==> src/rtl/risc_toy_mem_stage.sv <==
// rtl/risc_toy_mem_stage.sv - RISC_TOY MEM stage: M/W registers, load-latency FSM, forwarding info
// Optional: define MEM_MISALIGN_CHK_EN to retire misaligned loads/stores without a memory access.
module risc_toy_mem_stage #(
    parameter int unsigned MEM_LAT = 1
) (
    input  logic        clk_i,
    input  logic        rstn_i,
    input  logic        x_valid_i,
    output logic        x_ready_o,
    input  logic [31:0] x_alu_res_i,
    input  logic [31:0] x_st_data_i,
    input  logic [1:0]  x_memop_i,
    input  logic        x_wen_i,
    input  logic [4:0]  x_wa_i,
    output logic        dreq_o,
    output logic        drw_o,
    output logic [29:0] daddr_o,
    output logic [31:0] dwdata_o,
    input  logic [31:0] drdata_i,
    output logic        w_valid_o,
    output logic        w_wen_o,
    output logic [4:0]  w_wa_o,
    output logic [31:0] w_wd_o,
    output logic        m_fwd_en_o,
    output logic [4:0]  m_fwd_wa_o,
    output logic [31:0] m_fwd_wd_o,
    output logic        load_haz_o,
    output logic        misalign_o
);

    typedef enum logic [1:0] {ST_IDLE, ST_REQ, ST_WAIT} state_e;
    localparam logic [1:0] CNT_INIT = 2'(MEM_LAT - 1);

    state_e      state_q;
    logic [1:0]  cnt_q;
    logic        m_valid_q, m_ld_q, m_st_q, m_mis_q, m_wen_q;
    logic [4:0]  m_wa_q;
    logic [31:0] m_alu_q, m_st_data_q;
    logic        w_valid_q, w_wen_q, w_mis_q;
    logic [4:0]  w_wa_q;
    logic [31:0] w_wd_q;
    logic        accept, m_ld_d, m_st_d, m_mis_d, m_wen_d;

    // Decode at accept time so M only remembers what each op actually does.
    always_comb begin
`ifdef MEM_MISALIGN_CHK_EN
        m_mis_d = ((x_memop_i == 2'b01) || (x_memop_i == 2'b10)) && (x_alu_res_i[1:0] != 2'b00);
`else
        m_mis_d = 1'b0;
`endif
        m_ld_d  = (x_memop_i == 2'b01) && !m_mis_d;
        m_st_d  = (x_memop_i == 2'b10) && !m_mis_d;
        m_wen_d = x_wen_i && (x_memop_i != 2'b10) && !m_mis_d;
    end

    assign x_ready_o = (state_q == ST_IDLE) || ((state_q == ST_WAIT) && (cnt_q == 2'd0));
    assign accept    = x_valid_i && x_ready_o;

    always_ff @(posedge clk_i or negedge rstn_i) begin
        if (!rstn_i) begin
            state_q     <= ST_IDLE;
            cnt_q       <= 2'd0;
            m_valid_q   <= 1'b0;
            m_ld_q      <= 1'b0;
            m_st_q      <= 1'b0;
            m_mis_q     <= 1'b0;
            m_wen_q     <= 1'b0;
            m_wa_q      <= 5'd0;
            m_alu_q     <= 32'd0;
            m_st_data_q <= 32'd0;
            w_valid_q   <= 1'b0;
            w_wen_q     <= 1'b0;
            w_mis_q     <= 1'b0;
            w_wa_q      <= 5'd0;
            w_wd_q      <= 32'd0;
        end else begin
            w_valid_q <= 1'b0;
            w_wen_q   <= 1'b0;
            w_mis_q   <= 1'b0;
            if ((state_q == ST_WAIT) && (cnt_q == 2'd0)) begin
                w_valid_q <= 1'b1;
                w_wen_q   <= m_wen_q;
                w_wa_q    <= m_wa_q;
                w_wd_q    <= drdata_i;
            end else if ((state_q == ST_IDLE) && m_valid_q) begin
                w_valid_q <= 1'b1;
                w_wen_q   <= m_wen_q;
                w_wa_q    <= m_wa_q;
                w_wd_q    <= m_alu_q;
                w_mis_q   <= m_mis_q;
            end

            if (accept) begin
                m_valid_q   <= 1'b1;
                m_ld_q      <= m_ld_d;
                m_st_q      <= m_st_d;
                m_mis_q     <= m_mis_d;
                m_wen_q     <= m_wen_d;
                m_wa_q      <= x_wa_i;
                m_alu_q     <= x_alu_res_i;
                m_st_data_q <= x_st_data_i;
                state_q     <= m_ld_d ? ST_REQ : ST_IDLE;
            end else if (x_ready_o) begin
                m_valid_q <= 1'b0;
                state_q   <= ST_IDLE;
            end else if (state_q == ST_REQ) begin
                state_q <= ST_WAIT;
                cnt_q   <= CNT_INIT;
            end else begin
                cnt_q <= cnt_q - 2'd1;
            end
        end
    end

    assign dreq_o     = m_valid_q && (m_st_q || (state_q == ST_REQ));
    assign drw_o      = m_valid_q && m_st_q;
    assign daddr_o    = m_alu_q[31:2];
    assign dwdata_o   = m_st_data_q;
    assign w_valid_o  = w_valid_q;
    assign w_wen_o    = w_wen_q;
    assign w_wa_o     = w_wa_q;
    assign w_wd_o     = w_wd_q;
    assign m_fwd_en_o = m_valid_q && !m_ld_q && m_wen_q;
    assign m_fwd_wa_o = m_wa_q;
    assign m_fwd_wd_o = m_alu_q;
    assign load_haz_o = m_valid_q && m_ld_q;
    assign misalign_o = w_mis_q;

endmodule

==> config.mk <==
export PLATFORM = sky130hd
export DESIGN_NAME = risc_toy_mem_stage
export DESIGN_NICKNAME = d
export VERILOG_FILES = /design/src/rtl/risc_toy_mem_stage.sv
export SDC_FILE = /design/constraint.sdc
export NUM_CORES = 1
export LEC_CHECK = 0
export BUFFER_PORTS_ARGS = -buffer_cell sky130_fd_sc_hd__buf_2
export CORE_UTILIZATION = 41
export DETAILED_ROUTE_END_ITERATION = 10
export GPL_TIMING_DRIVEN = 1
export PLACE_DENSITY = 0.8
export REMOVE_ABC_BUFFERS = 1
export SYNTH_ARGS = -nofsm -noshare
export SYNTH_HDL_FRONTEND = slang
export SYNTH_SLANG_ARGS = --single-unit
==> constraint.sdc <==
create_clock -name clk_i -period 1.6 [get_ports clk_i]
set_clock_uncertainty 0.2 [all_clocks]
set_input_delay 0.16 -clock clk_i [delete_from_list [all_inputs] [get_ports clk_i]]
set_output_delay 0.16 -clock clk_i [all_outputs]
set_load 0.01 [all_outputs]
# Yosys cells after proc, flatten, opt, wreduce, memory -nomap -nowiden
# Cells that the tools add are included.
# totals
ff_bits	116
output_inout_bits	144
wordCells	54
# op_classes
addsub	1
eq_ne	5
n_mux	15
bitwise	2
n_reduce_logical	18
# op_table
operator	n
32-bit 2-to-1 mux	2
5-bit 2-to-1 mux	2
1-bit logical AND	9
2-bit 2-to-1 mux	4
1-bit 2-to-1 mux	7
2-bit by 1-bit equality test with 1-bit output, second input constant	2
2-bit equality test, second input constant	2
2-bit logical NOT	2
2-bit nonzero test	2
3-bit nonzero test	1
1-bit logical OR	2
2-bit != test, second input constant	1
1-bit NOT	2
2-bit AND reduction	1
2-bit by 1-bit subtractor with 2-bit output, second input constant	1
1-bit logical NOT	1

# Longest topological paths before layout
# Gate-level depths: netlist of run 1.
# logic_depth
depth_word	6
mapped_depth	7

# Worst setup path before layout of run 1
# OpenSTA, ideal clock, no wires.
# synth_timing
kind	flip-flop to flip-flop
from	register cnt_q[0]
to	register m_st_data_q[0], in the netlist dwdata_o[0]
setup_time_ns	0.127
t_arrival_ns	1.488
required_ns	1.273
path_slack_ns	-0.215
path_stages_with_launch	8
n_path_buf	2
synth_period_minus_slack_ns	1.815
cell_sequence	dfrtp_1 -> inv_1 -> ha_1 -> inv_1 -> a211oi_2 -> buf_4 -> buf_6 -> mux2_1
# synth_between
elab_chain_len	4
# synth_lines
element	line_no	text
from (decl)	35	logic [1:0] cnt_q;
from (signal assigned)	110	cnt_q <= cnt_q - 2'd1;
2-bit logical NOT	56	assign x_ready_o = (state_q == ST_IDLE) || ((state_q == ST_WAIT) && (cnt_q == 2'd0));
1-bit logical AND	56	
1-bit logical OR	56	
1-bit logical AND	57	assign accept = x_valid_i && x_ready_o;
to (signal assigned)	101	m_st_data_q <= x_st_data_i;
to (decl)	38	logic [31:0] m_alu_q, m_st_data_q;
# Every way passes these cells.
# A chain may end at the register's enable or synchronous reset.

# Worst setup path in the final report of run 1
# layout_timing
from	register cnt_q[0]
to	register m_alu_q[14], in the netlist m_fwd_wd_o[14]
# layout_between
elab_chain_len	4
# layout_lines
element	line_no	text
2-bit logical NOT	56	
1-bit logical AND	56	
1-bit logical OR	56	
1-bit logical AND	57	
to (signal assigned)	100	m_alu_q <= x_alu_res_i;
to (decl)	38	
# Every way passes these cells.

==> results summary, run 1 <==
The flow ran to the end, but the final reports show violations. The checks that failed: DRC, setup timing. The met1 track demand over resource in global routing is 0.2924.

The number of global-route vias before repair is 4,687. The TritonCTS buffer count came out at 17. The final hold slack is 0.1182 ns.

The smallest setup slack after layout is -0.2912 ns. The global routing stage identified its most utilized layer as met2. The net count reported at finish came out at 814. The arrival time of the worst setup path is 1.97 ns. dfrtp_1 takes more of the synthesized area than any other cell. The root buffer selected by CTS is clkbuf_16.

The minimum clock period after layout came out at 1.891 ns. The number of remaining DRC errors is 40. The most numerous cell type found on the critical path is buf_12. The highest net fanout along the worst path is 19.

The first-pass GRT wire length came out at 24,830 um. The placed wire-length estimate came out at 8673 um. The met2 usage came out at 0.4754. After layout, the design draws a total of 0.01684 W. The portion of total power attributed to sequential cells came out at 0.301. The number of max-cap violations came out at 0. The clock group share of total power is 0.248. The fraction of layout instances using a drive strength above 1 came out at 0.4757. Counting flops and latches in the post-synthesis netlist gives 116. The number of enable flip-flop cells after synthesis came out at 0. The area growth from synthesis to layout came out at 72.03%. The share of the cycle needed by the critical path after routing is 1.182.

The total routing resource utilization after global routing is 0.2651. The routed length per instance came out at 18.12 um. After detailed routing, the total wire length is 15,620 um. The leakage power is 4.014 nW.

The synthesized netlist contains 25 unique library cells. The maximum level of the CTS H-tree came out at 4. The type of the setup path with the least slack is flop to flop. The weighted congestion reported at the end of routability-driven placement came out at 0.7630. TritonCTS built the clock tree. The starting density of the core is 0.4250.

After synthesis, the cell types taking the most area are dfrtp_1, mux2_1, o22a_1, buf_4, buf_6. The clock latency of the later-clocked register in the worst-skew pair came out at 0.41 ns. After floorplanning, the core was sized to cover 0.01152 mm^2.

The utilization after layout is 0.7312. The share of async-settable or async-resettable flops after synthesis is 1.000. Cell internal power was estimated by the tool at 0.01128 W. The deepest clock path buffer count is 2. The chip width is 111.3 um. Entering global routing, the biggest net connects 36 pins.

The total count of hold-check failures in the final report came out at 0. The slowest stage of the critical path belongs to the cell dfrtp_1. The number of max-slew violations in the final report came out at 0. The class of the most critical hold timing path is input pin to flop. The synthesized instance count is 339.

The count of endpoints failing setup in the final report is 113. The netlist area before placement came out at 0.004895 mm^2. The layout has 740 filler cells. The number of warning messages in the yosys log is 0. In this design, the stage delay of the slowest critical-path cell is 0.37 ns.

The floorplan step defined a die boundary enclosing 0.01238 mm^2. The count of antenna diodes in the layout is 0. The relative contribution of combinational cells to total power came out at 0.451.

The prevailing post-synth register cell is dfrtp_1. The post-synthesis area per instance is 14.44 um^2. The worst-case IR drop observed on VDD is 1.124 mV.

The instance count on the critical path came out at 7. The portion of the post-synthesis area used by sequential elements is 0.5930. The average vias per placed instance is 5.065. Setup repair after global routing could not meet its margin everywhere.

STA classifies the critical path startpoint as a flop. The boundary pin count is 251. The switching power share of the total is 0.3299.

The clock transition at the registers of the reported paths came out at 0.05 ns. The length in cells of the worst reg-to-reg path came out at 7. The y dimension of the die came out at 111.3 um. The count of buffers added on input and output ports is 249. The switching power is 0.005554 W. OpenSTA, run right after detailed placement, puts the worst setup slack at -0.3578 ns. Power spread over the standard cell area amounts to 1999 mW/mm^2.

The critical path required time came out at 1.68 ns. Among cell families on the critical path, the largest total delay comes from buffers and inverters. The number of placement rows is 39. The portion of synthesized cell area occupied by the leading cell type is 0.5930. The number of nets still failing antenna checks after routing is 0. The number of antenna violations at the first check in global routing is 0. Before antenna repair, the detailed router went through 7 iterations. In the global route stage, met3 resource usage came out at 0.06506.

The number of buffer and inverter instances along the worst setup path is 4. The cell count of the worst hold path is 5. For this run the aggregate overflow at the end of global routing stands at 0. The iteration-0 DRC count of the detailed router came out at 302. CTS saw 116 sinks. The routed layout has 4,366 vias.

Walking the worst path, the cells encountered are inv_2, ha_4, inv_4, a211oi_4, buf_12, buf_12, mux2_1. The maximum frequency from static timing analysis is 0.5288 GHz. The kind of end point of the critical path is a flop.
logic make-up after synthesis:
group                      synth area share
AOI/OAI and AO/OA                    0.1286
adders and majority gates          0.002556
buffers and inverters               0.08538
DFF                                  0.5930
muxes                                0.1789
other                             0.0007661
and+or+nand+nor                     0.01074
repair_timing:
| item | 4_1_cts | 5_1_grt |
|---|---|---|
| gates resized for setup | 42 | 5 |
| pin swaps | 3 | 17 |
| setup endpoints to repair | 116 | 118 |
| hold buffers | 108 | 0 |
| hold endpoints to repair | 221 | 0 |
| buffers inserted | 12 | 1 |
| gates cloned | 6 | 1 |
cell type report:
class | count | area (um^2) | share of cell area
tap | 143 | 178.9 | 0.02125
sequential | 116 | 2903 | 0.3447
clock buffer | 25 | 525.5 | 0.06241
clock inverter | 7 | 140.1 | 0.01664
multi-input combinational | 162 | 1648 | 0.1957
inverter | 7 | 28.78 | 0.003418
timing repair buffer | 402 | 2997 | 0.3559
registers in the layout, indices dropped and copies added, names as in the netlist, 2 cells and up:
| signal | count |
|---|---|
| dwdata_o | 32 |
| m_fwd_wd_o | 32 |
| w_wd_o | 32 |
| m_fwd_wa_o | 5 |
| w_wa_o | 5 |
| cnt_q | 2 |
| state_q | 2 |
cell usage after synthesis, types with 2 or more instances:
master and instances:
a21o_1 2, and2_1 3, buf_2 7, buf_4 32, buf_6 8, clkbuf_1 7, dfrtp_1 116, inv_1 6
mux2_1 76, mux2i_1 2, nor2b_1 2, o21ai_0 2, o22a_1 64
power by group through the flow:
stage | registers, W | logic, W | clock network [W]
2_1_floorplan | 0.00570 | 0.00231 | 0
3_3_place_gp | 0.00494 | 0.00569 | 0
3_5_place_dp | 0.00503 | 0.00583 | 0
4_1_cts | 0.00501 | 0.00749 | 0.00423
5_1_grt | 0.00523 | 0.00806 | 0.00436
6_report | 0.00507 | 0.00759 | 0.00418
final timing paths:
kind	start	endpoint	slack, ns
min	x_valid_i	dwdata_o[1]	0.12
min in group asynchronous	rstn_i	dwdata_o[2]	0.53
max reg2reg	cnt_q[0]	m_fwd_wd_o[14]	-0.29
max in group asynchronous	rstn_i	m_st_q	0.11
min reg2reg	dwdata_o[3]	dwdata_o[3]	0.28
max	cnt_q[0]	m_fwd_wd_o[14]	-0.29
cells in the final DEF (no fill, tap or decap), types with 2 or more instances in the layout:
| master | instances |
|---|---|
| buf_2 | 246 |
| dfrtp_1 | 116 |
| dlygate4sd3_1 | 108 |
| mux2_1 | 71 |
| o22a_1 | 64 |
| buf_4 | 19 |
| clkbuf_16 | 18 |
| buf_12 | 10 |
| buf_6 | 9 |
| clkbuf_8 | 7 |
| mux2_4 | 5 |
| buf_16 | 5 |
| bufinv_16 | 4 |
| inv_1 | 3 |
| buf_8 | 3 |
| inv_2 | 2 |
| a21o_1 | 2 |
| and2_4 | 2 |
| o21ai_0 | 2 |
| mux2i_1 | 2 |
| clkinvlp_4 | 2 |
tightest hold or removal path, cell delays in order:
cell and delay [ns]:
buf_2 0.11, clkinv_1 0.06, a211oi_4 0.04, buf_12 0.14
mux2_1 0.18
routing by layer:
layer,wire length [um],part of all wire
met2,8127,0.52
met5,0,0
met3,999,0.064
met4,478,0.031
met1,6013,0.39
per-stage QoR:
stage / TNS, ns / instance area (um^2) / cells
3_3_place_gp: -21.13 / 6216 / 703
3_5_place_dp: -27.69 / 6216 / 703
6_report: -24.38 / 8421 / 862
2_1_floorplan: -265.04 / 4503 / 285
5_1_grt: -31.80 / 8421 / 862
4_1_cts: -24.00 / 8386 / 861
Note: power is estimated with default switching activity, not from simulation.
==> inputs of run 2 (changes only) <==
--- a/config.mk
+++ b/config.mk
@@ -9,7 +9,7 @@
 export CORE_UTILIZATION = 41
 export DETAILED_ROUTE_END_ITERATION = 10
 export GPL_TIMING_DRIVEN = 1
-export PLACE_DENSITY = 0.8
+export PLACE_DENSITY = 0.84
 export REMOVE_ABC_BUFFERS = 1
 export SYNTH_ARGS = -nofsm -noshare
 export SYNTH_HDL_FRONTEND = slang
==> results summary, run 2 (synthesis results as in run 1) <==
The number of placement rows is 39 (unchanged). Run status: finished with violations (unchanged). The met2 usage came out at 0.4708 (was 0.4754).

The met1 track demand over resource in global routing is 0.3204 (was 0.2924). The placed wire-length estimate is 8607 um (was 8673 um). The cell type of the slowest stage on the worst timing path is dfrtp_1 (unchanged).

Failing checks: DRC, setup timing (unchanged). The most numerous cell on the critical path is buf_12 (unchanged). The clock group share of total power is 0.220 (was 0.248). The area growth from synthesis to layout is 71.47% (was 72.03%).

The total power per unit cell area is 1966 mW/mm^2 (was 1999 mW/mm^2). The count of antenna diodes in the layout came out at 0 (unchanged). The startpoint of the worst register-to-register path is cnt_q[1] (was cnt_q[0]).

The met3 usage came out at 0.06725 (was 0.06506). The number of antenna violations at the first check in global routing is 0 (unchanged). The number of buffer and inverter instances along the worst setup path is 4 (unchanged).

The fraction of layout instances using a drive strength above 1 came to 0.4861 (was 0.4757). The utilization after layout came out at 0.7288 (was 0.7312). The root buffer selected by CTS is clkbuf_16 (unchanged).

The die outline area is 0.01238 mm^2 (unchanged). The core region area came out at 0.01152 mm^2 (unchanged). The number of max-cap violations is 0 (unchanged).

The clock transition at the registers of the reported paths came to 0.05 ns (about the same). The number of max-slew violations in the final report came out at 0 (unchanged). The minimum clock period after layout is 1.993 ns (was 1.891 ns). The number of nets still failing antenna checks after routing came out at 0 (unchanged). The critical path required time came out at 1.68 ns (about the same). The share of the cycle needed by the critical path after routing was 1.245 (was 1.182). The TritonCTS buffer count is 17 (unchanged).

The switching power came to 0.005669 W (was 0.005554 W). The switching power share of the total was 0.3435 (was 0.3299). The iteration-0 DRC count of the detailed router is 383 (was 302). The peak supply drop is 0.9974 mV (was 1.124 mV). The boundary pin count came out at 251 (unchanged). The class of the most critical hold timing path was input pin to async pin (was input pin to flop). The final-layout fill cell count is 697 (was 740). The clock latency of the later-clocked register in the worst-skew pair is 0.41 ns (about the same).

The starting density of the core came out at 0.4250 (unchanged). The internal power consumption came out at 0.01083 W (was 0.01128 W). Cell Chain, Critical Path: inv_2, ha_4, inv_4, a211oi_4, buf_12, buf_12, mux2_1 (unchanged). The arrival time of the worst setup path was 2.08 ns (was 1.97 ns).

The net count reported at finish is 815 (was 814). The total of buffers placed on input and output ports came out at 249 (unchanged). The TritonCTS sink count is 116 (unchanged). The smallest setup slack after layout is -0.3926 ns (was -0.2912 ns). The number of remaining DRC errors came out at 40 (unchanged).

The deepest clock path buffer count came out at 2 (unchanged). The routing layer with the top usage in global route is met2 (unchanged). Setup repair after global routing missed its margin: yes (unchanged).

The detailed-route via count is 4,384 (was 4,366). The number of global-route vias before repair is 4,824 (was 4,687). The source of the critical timing path is cnt_q[1] (was cnt_q[0]). The first-pass GRT wire length came out at 25,760 um (was 24,830 um). The leading cell type in the layout, fill and taps excluded is buf_2 (unchanged). The count of endpoints failing setup in the final report came out at 114 (was 113).

The average vias per placed instance is 5.080 (was 5.065). The weighted congestion reported at the end of routability-driven placement is 0.7854 (was 0.7630). The startpoint type of the worst setup path is a flop (unchanged).

The detailed-router iteration count before antenna repair is 8 (was 7). The TritonCTS clock tree is built (unchanged). Highest-count cells in the layout ignoring fill and taps: buf_2, dfrtp_1, dlygate4sd3_1, o22a_1, mux2_1 (was buf_2, dfrtp_1, dlygate4sd3_1, mux2_1, o22a_1).

The routed wire length was 16,470 um (was 15,620 um). The relative contribution of combinational cells to total power was 0.472 (was 0.451). The maximum frequency from static timing analysis is 0.5019 GHz (was 0.5288 GHz).

The kind of end point of the critical path is a flop (unchanged). The portion of total power attributed to sequential cells came out at 0.308 (was 0.301). The leakage power is 4.016 nW (was 4.014 nW). The multi-input combinational cell area is 0.001697 mm^2 (was 0.001648 mm^2). The sequential cell area in the final layout is 0.002904 mm^2 (was 0.002903 mm^2). The kind of cell adding the most delay to the critical path was buffers and inverters (unchanged). The worst stage delay on the critical path was 0.39 ns (was 0.37 ns). The total routing resource utilization after global routing came out at 0.2746 (was 0.2651). The routed length per instance is 19.09 um (was 18.12 um).

The chip width came out at 111.3 um (unchanged). The final hold slack was 0.02424 ns (was 0.1182 ns). The total count of hold-check failures in the final report is 0 (unchanged). The highest net fanout along the worst path was 22 (was 19).

The maximum number of pins on one net before global-route repair is 43 (was 36). The maximum level of the CTS H-tree is 4 (unchanged). The type of the setup path with the least slack is flop to flop (unchanged). The global-route congestion overflow total came out at 0 (unchanged).

The y dimension of the die is 111.3 um (unchanged).
## run 2: changes by cell type in the layout (fill, tap and decap cells not counted), moves of 2 or more
cell	before	now
clkinvlp_4	2	0
clkbuf_1	1	6
mux2_4	5	14
buf_6	9	11
mux2_1	71	62
buf_4	19	21
buf_16	5	7
bufinv_16	4	1
## run 2: power groups by stage
stage	Clock, W	Combinational [W]	Sequential (W)
4_1_cts	0.00367	0.00765	0.00500
5_1_grt	0.00380	0.00828	0.00522
6_report	0.00363	0.00779	0.00508
3_5_place_dp	0	0.00585	0.00501
3_3_place_gp	0	0.00570	0.00493
2_1_floorplan	0	0.00231	0.00570
## run 2: timing repair
action,4_1_cts,5_1_grt
gates cloned,8,0
resized for setup,44,25
endpoints found under the hold margin,221,0
pin swaps,8,32
setup endpoints to repair,112,119
buffers inserted,13,7
hold buffers,107,0
## run 2: worst paths after layout
check / end / slack [ns] / cells past startpoint
setup reg to reg: dwdata_o[20] / -0.39 / 7
hold / removal: m_fwd_wd_o[26] / 0.02 / 2
max in group asynchronous: state_q[0] / 0.63 / 3
hold reg to reg: dwdata_o[19] / 0.28 / 1
setup / recovery: dwdata_o[20] / -0.39 / 7
min in group clk_i: m_valid_q / 0.23 / 6
## run 2: layout make-up
cell class / count / area share
clock buffer: 29 / 0.06321
clock inverter: 3 / 0.004770
inverter: 7 / 0.003429
multi-input combinational: 162 / 0.2021
sequential: 116 / 0.3460
tap: 143 / 0.02132
timing repair buffer: 403 / 0.3591
## run 2: per-stage QoR
stage                     power, W  setup WS (ns)  setup TNS [ns]  std cells  area, um^2
after global routing       0.01730        -0.4393          -42.11        863        8393
final                      0.01650        -0.3926          -36.87        863        8393
after floorplan           0.008005         -3.055         -265.04        285        4503
after detailed placement   0.01086        -0.3392          -26.46        701        6201
after CTS                  0.01632        -0.2780          -24.46        861        8322
after global placement     0.01062        -0.2917          -23.27        701        6201
## run 2: layer usage
metal  share of wire  up-vias
met4           0.030        0
met5               0        -
met2            0.51      214
li1                -     1950
met1            0.39     2181
met3           0.068       39
==> inputs of run 3 (changes only) <==
--- a/config.mk
+++ b/config.mk
@@ -11,6 +11,7 @@
 export GPL_TIMING_DRIVEN = 1
 export PLACE_DENSITY = 0.84
 export REMOVE_ABC_BUFFERS = 1
+export SKIP_CTS_REPAIR_TIMING = 1
 export SYNTH_ARGS = -nofsm -noshare
 export SYNTH_HDL_FRONTEND = slang
 export SYNTH_SLANG_ARGS = --single-unit
==> results summary, run 3 (synthesis results as in run 1) <==
Failing checks: DRC, setup timing (unchanged). The type of the setup path with the least slack is flop to flop (unchanged). The detailed-router iteration count before antenna repair is 8 (unchanged).

The TritonCTS sink count came to 116 (unchanged). Setup repair after global routing missed its margin: yes (unchanged). The post-place instance area came out at 0.006201 mm^2 (unchanged).

The most numerous cell on the critical path is inv_2 (was buf_12). The total power per unit cell area came out at 1942 mW/mm^2 (was 1966 mW/mm^2). The final setup TNS came out at -24.30 ns (was -36.87 ns). The worst stage delay on the critical path came to 0.37 ns (was 0.39 ns). The cell type of the slowest stage on the worst timing path is dfrtp_1 (unchanged). The utilization after layout is 0.7121 (was 0.7288). The root buffer selected by CTS is clkbuf_16 (unchanged). The maximum level of the CTS H-tree is 4 (unchanged). The number of remaining DRC errors came out at 40 (unchanged). The highest net fanout along the worst path is 22 (unchanged). The overall power after layout is 0.01593 W (was 0.01650 W). The relative contribution of combinational cells to total power is 0.455 (was 0.472). The number of max-cap violations came to 0 (unchanged). The average vias per placed instance is 5.099 (was 5.080).

The fraction of layout instances using a drive strength above 1 is 0.4774 (was 0.4861). The die outline area came out at 0.01238 mm^2 (unchanged). Highest-count cells in the layout ignoring fill and taps: buf_2, dfrtp_1, dlygate4sd3_1, o22a_1, mux2_1 (unchanged). The kind of end point of the critical path was a flop (unchanged).

The smallest setup slack after layout came out at -0.3128 ns (was -0.3926 ns). The deepest clock path buffer count came to 2 (unchanged). The TritonCTS clock tree was built (unchanged).

The internal power consumption is 0.01044 W (was 0.01083 W). The net count reported at finish came out at 803 (was 815). The minimum clock period after layout came out at 1.913 ns (was 1.993 ns). The switching power share of the total is 0.3446 (was 0.3435). The number of antenna violations at the first check in global routing is 0 (unchanged).

The core region area is 0.01152 mm^2 (unchanged). The critical path required time is 1.68 ns (about the same). The leakage power came to 3.918 nW (was 4.016 nW).

The global-route congestion overflow total came out at 0 (unchanged). The number of nets still failing antenna checks after routing was 0 (unchanged). The portion of total power attributed to sequential cells is 0.318 (was 0.308).

The clock latency of the later-clocked register in the worst-skew pair is 0.41 ns (about the same). The starting density of the core came out at 0.4250 (unchanged). The number of max-slew violations in the final report came to 0 (unchanged). The iteration-0 DRC count of the detailed router came out at 295 (was 383). The placed wire-length estimate is 8607 um (unchanged). The maximum number of pins on one net before global-route repair came out at 43 (unchanged). The leading cell type in the layout, fill and taps excluded is buf_2 (unchanged).

The kind of cell adding the most delay to the critical path was buffers and inverters (unchanged). The TritonCTS buffer count was 17 (unchanged). The routed wire length was 15,970 um (was 16,470 um). The weighted congestion reported at the end of routability-driven placement came out at 0.7854 (unchanged). The chip width came out at 111.3 um (unchanged). The area growth from synthesis to layout is 67.54% (was 71.47%). The class of the most critical hold timing path is input pin to async pin (unchanged). The first-pass GRT wire length came out at 19,180 um (was 25,760 um). The count of antenna diodes in the layout is 0 (unchanged). The count of endpoints failing setup in the final report came to 112 (was 114). The number of buffer and inverter instances along the worst setup path came out at 4 (unchanged).

The peak supply drop came out at 1.013 mV (was 0.9974 mV). The switching power was 0.005489 W (was 0.005669 W). The detailed-route via count came out at 4,339 (was 4,384).

The clock transition at the registers of the reported paths is 0.05 ns (about the same). The boundary pin count came to 251 (unchanged). The total routing resource utilization after global routing is 0.1994 (was 0.2746). Run status: finished with violations (unchanged). The startpoint type of the worst setup path is a flop (unchanged). The maximum frequency from static timing analysis is 0.5228 GHz (was 0.5019 GHz). The clock group share of total power is 0.227 (was 0.220).

The number of global-route vias before repair is 3,857 (was 4,824). The routed length per instance is 18.76 um (was 19.09 um). The total of buffers placed on input and output ports came out at 249 (unchanged).

The share of the cycle needed by the critical path after routing is 1.195 (was 1.245). The number of placement rows is 39 (unchanged). The total count of hold-check failures in the final report came out at 0 (unchanged). Cell Chain, Critical Path: inv_2, ha_4, inv_2, a211oi_4, buf_12, buf_16, mux2_1 (was inv_2, ha_4, inv_4, a211oi_4, buf_12, buf_12, mux2_1). The arrival time of the worst setup path came out at 1.99 ns (was 2.08 ns). The final standard cell area without fillers is 0.008200 mm^2 (was 0.008393 mm^2). The y dimension of the die came out at 111.3 um (unchanged).
-- run 3: stage by stage --
| step | hold WS [ns] | setup slack [ns] | instances |
|---|---|---|---|
| after detailed placement | -0.1129 | -0.3392 | 701 |
| after CTS | -0.5441 | -0.4518 | 733 |
| final | 0.01568 | -0.3128 | 851 |
| after global placement | -0.1092 | -0.2917 | 701 |
| after global routing | 0.02834 | -0.3857 | 851 |
| after floorplan | -0.3356 | -3.055 | 285 |
-- run 3: worst paths after layout --
path / start / endpoint / slack (ns) / depth (start not counted)
setup / recovery: cnt_q[0] / m_fwd_wa_o[4] / -0.31 / 7
hold / removal: rstn_i / w_wa_o[0] / 0.02 / 2
min in group clk_i: x_valid_i / m_wen_q / 0.23 / 6
setup reg to reg: cnt_q[0] / m_fwd_wa_o[4] / -0.31 / 7
max in group asynchronous: rstn_i / dwdata_o[12] / 0.64 / 3
hold reg to reg: dwdata_o[19] / dwdata_o[19] / 0.28 / 1
-- run 3: layout make-up --
| type | instances | area [um^2] |
|---|---|---|
| Clock inverter | 3 | 40.04 |
| Timing Repair Buffer | 391 | 2828 |
| Multi-Input combinational cell | 162 | 1693 |
| Tap cell | 143 | 178.9 |
| Sequential cell | 116 | 2904 |
| Fill cell | 709 | 3316 |
| Inverter | 7 | 26.28 |
| Clock buffer | 29 | 530.5 |
-- run 3: worst reg2reg max path: stages (launching register included) --
cell	delay, ns
dfrtp_1	0.37
inv_2	0.09
ha_4	0.15
inv_2	0.05
a211oi_4	0.23
buf_12	0.17
buf_16	0.18
mux2_1	0.36
-- run 3: power by group through the flow --
stage	clock, W	combinational (W)	sequential [W]
2_1_floorplan	0	0.00231	0.00570
3_3_place_gp	0	0.00570	0.00493
3_5_place_dp	0	0.00585	0.00501
4_1_cts	0.00367	0.00585	0.00498
5_1_grt	0.00378	0.00771	0.00522
6_report	0.00362	0.00724	0.00507
-- run 3: per-layer routing --
metal,vias up,GRT usage,routed length [um]
li1,1917,-,-
met1,2160,0.2339,6148
met2,226,0.3392,8311
met3,36,0.06014,1055
met4,0,0.08378,451
met5,-,0,0
